`config.mk`:
```
export PLATFORM = sky130hd
export DESIGN_NAME = alu_operand_sequencer
export DESIGN_NICKNAME = d
export VERILOG_FILES = /design/src/rtl/alu_seq_pkg.sv /design/src/rtl/alu_operand_sequencer.sv
export SDC_FILE = /design/constraint.sdc
export NUM_CORES = 1
export LEC_CHECK = 0
export CAP_MARGIN = 25
export CORE_UTILIZATION = 25
export CTS_CLUSTER_SIZE = 8
export DETAILED_ROUTE_END_ITERATION = 7
export GPL_TIMING_DRIVEN = 0
export MAX_ROUTING_LAYER = met4
export PLACE_DENSITY = 0.56
export SYNTH_ARGS = -nofsm -noshare
export SYNTH_HDL_FRONTEND = slang
export SYNTH_SLANG_ARGS = --single-unit
```
`constraint.sdc`:
```
create_clock -name clk -period 1.5 [get_ports clk]
set_input_delay 0.3 -clock clk [delete_from_list [all_inputs] [get_ports clk]]
set_output_delay 0.3 -clock clk [all_outputs]
set_load 0.05 [all_outputs]
```
`src/rtl/alu_seq_pkg.sv`:
```
`default_nettype none
// ============================================================================
// alu_seq_pkg : ALUMUX codes, op codes, state encoding and the op table
// Revision    : 1.0
// ============================================================================
package alu_seq_pkg;

    localparam logic [2:0] SEL_NONE = 3'b000;
    localparam logic [2:0] SEL_IR   = 3'b001;
    localparam logic [2:0] SEL_IDX  = 3'b010;
    localparam logic [2:0] SEL_IDY  = 3'b011;
    localparam logic [2:0] SEL_R1   = 3'b100;
    localparam logic [2:0] SEL_R5   = 3'b101;

    localparam logic [2:0] OP_NOP    = 3'd0;
    localparam logic [2:0] OP_LDIR   = 3'd1;
    localparam logic [2:0] OP_ADDR1  = 3'd2;
    localparam logic [2:0] OP_ADDR5  = 3'd3;
    localparam logic [2:0] OP_LDIDX  = 3'd4;
    localparam logic [2:0] OP_LDIDY  = 3'd5;
    localparam logic [2:0] OP_ADDXY  = 3'd6;
    localparam logic [2:0] OP_ADDIR1 = 3'd7;

    localparam logic [1:0] ST_IDLE = 2'd0;
    localparam logic [1:0] ST_EXEC = 2'd1;
    localparam logic [1:0] ST_WB   = 2'd2;
    localparam logic [1:0] ST_DONE = 2'd3;

    function automatic logic [1:0] op_steps(input logic [2:0] op);
        case (op)
            OP_NOP:               op_steps = 2'd0;
            OP_ADDXY, OP_ADDIR1:  op_steps = 2'd2;
            default:              op_steps = 2'd1;
        endcase
    endfunction

    function automatic logic [2:0] op_sel(input logic [2:0] op, input logic step);
        case (op)
            OP_LDIR:   op_sel = SEL_IR;
            OP_ADDR1:  op_sel = SEL_R1;
            OP_ADDR5:  op_sel = SEL_R5;
            OP_LDIDX:  op_sel = SEL_IDX;
            OP_LDIDY:  op_sel = SEL_IDY;
            OP_ADDXY:  op_sel = step ? SEL_IDY : SEL_IDX;
            OP_ADDIR1: op_sel = step ? SEL_R1 : SEL_IR;
            default:   op_sel = SEL_NONE;
        endcase
    endfunction

endpackage
`default_nettype wire

```
`src/rtl/alu_operand_sequencer.sv`:
```
`default_nettype none
// ============================================================================
// alu_operand_sequencer : steps the ALU operand mux through 1-2 selects per op
// Revision              : 1.0
// ============================================================================
module alu_operand_sequencer
    import alu_seq_pkg::*;
#(
    parameter int ALU_LAT = 1
) (
    input  logic       clk,
    input  logic       rst,
    input  logic       req_valid,
    input  logic [2:0] req_op,
    output logic       req_ready,
    input  logic       abort,
    output logic [2:0] alumux,
    output logic       alu_en,
    output logic       acc_load,
    output logic       busy,
    output logic       done
);

    localparam int            CW       = $clog2(ALU_LAT + 1);
    localparam logic [CW-1:0] CNT_LAST = CW'(ALU_LAT - 1);

    logic [1:0]    r_state;
    logic [2:0]    r_op;
    logic          r_step;
    logic [CW-1:0] r_cnt;

    logic [1:0]    w_state_nxt;
    logic [2:0]    w_op_nxt;
    logic          w_step_nxt;
    logic [CW-1:0] w_cnt_nxt;
    logic          w_accept;
    logic          w_last_step;

    // req_ready is the only output with a combinational path (from rst)
    assign req_ready   = (r_state == ST_IDLE) && !rst;
    assign w_accept    = req_valid && req_ready;
    assign w_last_step = !((op_steps(r_op) == 2'd2) && (r_step == 1'b0));

    always_ff @(posedge clk) begin
        if (rst) begin
            r_state <= ST_IDLE;
            r_op    <= OP_NOP;
            r_step  <= 1'b0;
            r_cnt   <= '0;
        end else begin
            r_state <= w_state_nxt;
            r_op    <= w_op_nxt;
            r_step  <= w_step_nxt;
            r_cnt   <= w_cnt_nxt;
        end
    end

    always_comb begin
        w_state_nxt = r_state;
        w_op_nxt    = r_op;
        w_step_nxt  = r_step;
        w_cnt_nxt   = r_cnt;
        case (r_state)
            ST_IDLE: begin
                if (w_accept) begin
                    w_op_nxt    = req_op;
                    w_step_nxt  = 1'b0;
                    w_cnt_nxt   = '0;
                    w_state_nxt = (op_steps(req_op) != 2'd0) ? ST_EXEC : ST_DONE;
                end
            end
            ST_EXEC: begin
                if (r_cnt == CNT_LAST) begin
                    w_cnt_nxt   = '0;
                    w_state_nxt = ST_WB;
                end else begin
                    w_cnt_nxt = r_cnt + 1'b1;
                end
            end
            ST_WB: begin
                if (w_last_step) begin
                    w_state_nxt = ST_DONE;
                end else begin
                    w_step_nxt  = 1'b1;
                    w_state_nxt = ST_EXEC;
                end
            end
            default: w_state_nxt = ST_IDLE;
        endcase
        // Flush kills whatever follows; the current cycle's outputs are unaffected
        if (abort && (r_state != ST_IDLE)) begin
            w_state_nxt = ST_IDLE;
            w_step_nxt  = 1'b0;
            w_cnt_nxt   = '0;
        end
    end

    always_comb begin
        alumux   = SEL_NONE;
        alu_en   = 1'b0;
        acc_load = 1'b0;
        busy     = (r_state != ST_IDLE);
        done     = (r_state == ST_DONE);
        if ((r_state == ST_EXEC) || (r_state == ST_WB)) begin
            alumux = op_sel(r_op, r_step);
        end
        if (r_state == ST_EXEC) begin
            alu_en = 1'b1;
        end
        if (r_state == ST_WB) begin
            acc_load = 1'b1;
        end
    end

endmodule
`default_nettype wire

```
==> metrics <==
failing checks setup timing; Arr. time, crit path 1270 ps; area leader, netlist dfxtp_1; final hold violation count 0; Post-DRT Antenna Nets 0; actual slew at the worst max-slew pin 434.1 ps; Tot Pwr 0.8159 mW; sequential standard cell area 133.9 sq um; final setup TNS -208.0 ps; wire length per cell 11.55 um; Core ar. 1524 sq um; drt via density 4.830; critical path fanouts, max 3; clk buf depth 2; # fillers 161; root buf cell clkbuf_4; slowest CP cell dfxtp_4; Max Slew Vio Count 0; Net Count, Synth 63; Site Rows 14; clock sinks 6; DIE HEIGHT 42.58 um; nets@finish 86; n_diodes 0; design area 684.4 sq um; top_reg_cell synth dfxtp_1; Synth cell types 23; crit path capture type output port; number of enable flip-flop cells after synthesis 0; count of warnings emitted by yosys 0; Clk pin slew, worst setup/hold paths 50 ps; Clock Latency Late Sink 250 ps; CP required 1200 ps; WP buf/inv 3; drc violations 0; fin crit share 1.044; Syn Std Cell Area 411.6 sq um; Max IR drop VDD 0.4219 mV; dpl hpwl 720 um; Tot GR Track Use 0.1316; I/O Buffers 13; H-Tree Depth 1; critical path class flop to output port; Die X 42.58 um; first-pass GRT wire length 1718 um; I/O pin total 15; Max-slew headroom 0.7106; global route total overflow 0; Final WS setup -66.60 ps; cells along the critical path buf_4 > buf_4 > ha_1 > buf_2; synthesis-stage register bit count 6; vias 425; initial cell density of the core 0.2701; CTS tree built; Clock Skews 8.140 ps; startpoint types flop; Synth top cells by count 8 x a21oi_1, 8 x nand2_1, 6 x dfxtp_1; layout cell share with drive strength beyond 1 0.4444; Hold WC Path Type input port to flop; asr flop ratio synth 0; Iter 0 DRT Violations 12; Gate Count Post-Synth 51; RSZ-0062 raised after global routing true; Num CTS Buffers 3; status finished with violations; pwr/cell area 1192 nW/um^2; Finished Core Util 0.4491; routed wire length 1016 um; post-synthesis sequential area ratio 0.2918; RePlAce Congestion 0.6685; max_cap viols 0; mean post-synth cell area 8.071 sq um; Setup violations, final 5; vias in the first global route 398; Post-DP Area 576.8 sq um; final hold slack 460.5 ps; delay-heaviest family, CP buffers and inverters; crit path time final 1567 ps; Layout area overhead 66.26%; largest cells by area after synthesis dfxtp_1 29%, ha_1 15%, a21oi_1 9.7%; max frequency 638.3 MHz; LEAKAGE 0.2964 nW; antenna violations before repair 0; cell mode on critical path buf_4; die area 1813 sq um; area of the multi-input gates 297.8 sq um; post-synth top area share 0.2918; largest net degree at the start of global routing 10; total iterations of the first detailed-routing run 4; crit-path max cell delay 340 ps
==> cell usage in the layout (no fill, tap or decap), drive strengths merged <==
cell type	n
a21oi	8
buf	13
nor3b	1
o21ai	2
a211oi	1
nand2b	1
xnor2	1
clkdlybuf4s50	5
nand2	8
ha	5
or4	1
nand3b	2
nor4b	1
clkbuf	4
clkdlybuf4s15	1
a21o	1
dfxtp	6
nor2	1
and2	1
a2111o	1
inv	3
o211a	1
nand3	4
==> metal layers <==
| layer | GRT usage | wire [um] |
|---|---|---|
| met1 | 0.1662 | 480 |
| met4 | 0.09375 | 14 |
| met5 | - | 0 |
| met2 | 0.1846 | 493 |
| met3 | 0.02586 | 27 |
==> path summary, 6_finish.rpt <==
path | from | to | slack, ps | cells after the start
worst max-delay path | r_state[0] | alu_en | -70 | 4
worst min-delay path | rst | r_state[0] | 460 | 2
worst min register to register | r_op[2] | r_op[2] | 510 | 2
worst max register to register | r_state[1] | r_state[1] | 80 | 6
==> area by class of cell <==
type	instances	area share
buffer	1	0.005484
clock buffer	3	0.03291
inverter	3	0.02377
multi-input combinational	40	0.4351
sequential	6	0.1956
tap	16	0.02925
timing repair buffer	19	0.2779
==> stage by stage <==
stage               cells  setup slack, ps
global placement       80           -574.0
detailed placement     80           -594.8
finish                 88           -66.60
floorplan              51           -49.66
CTS                    86           -87.69
global route           88           -112.4
==> report_power, final <==
| part | switching [mW] | total [mW] | internal (mW) |
|---|---|---|---|
| clock network | 0.0645 | 0.155 | 0.0910 |
| logic | 0.253 | 0.452 | 0.199 |
| registers | 0.0253 | 0.209 | 0.183 |
==> flip-flops by register name, summed over array words and instances, names as in the netlist <==
name     cells
r_step       1
r_op         3
r_state      2
==> kinds of logic (layout without fill, tap and decap cells) <==
| logic type | after synthesis | count (layout) | share of synthesized area |
|---|---|---|---|
| XOR/XNOR | 1 | 1 | 0.02128 |
| buffers and inverters | 5 | 26 | 0.06991 |
| AO/OA/AOI/OAI | 14 | 14 | 0.2097 |
| flip-flops | 6 | 6 | 0.2918 |
| AND/OR/NAND/NOR | 20 | 20 | 0.2553 |
| adder cells (fa/ha/maj) | 5 | 5 | 0.1520 |
==> timing repair <==
action,in CTS,in global routing
pin swaps,2,2
setup buffers,4,2
hold buffers,0,0
setup endpoints to repair,9,5
resized for setup,66,2
Note: power is estimated with default switching activity, not from simulation.
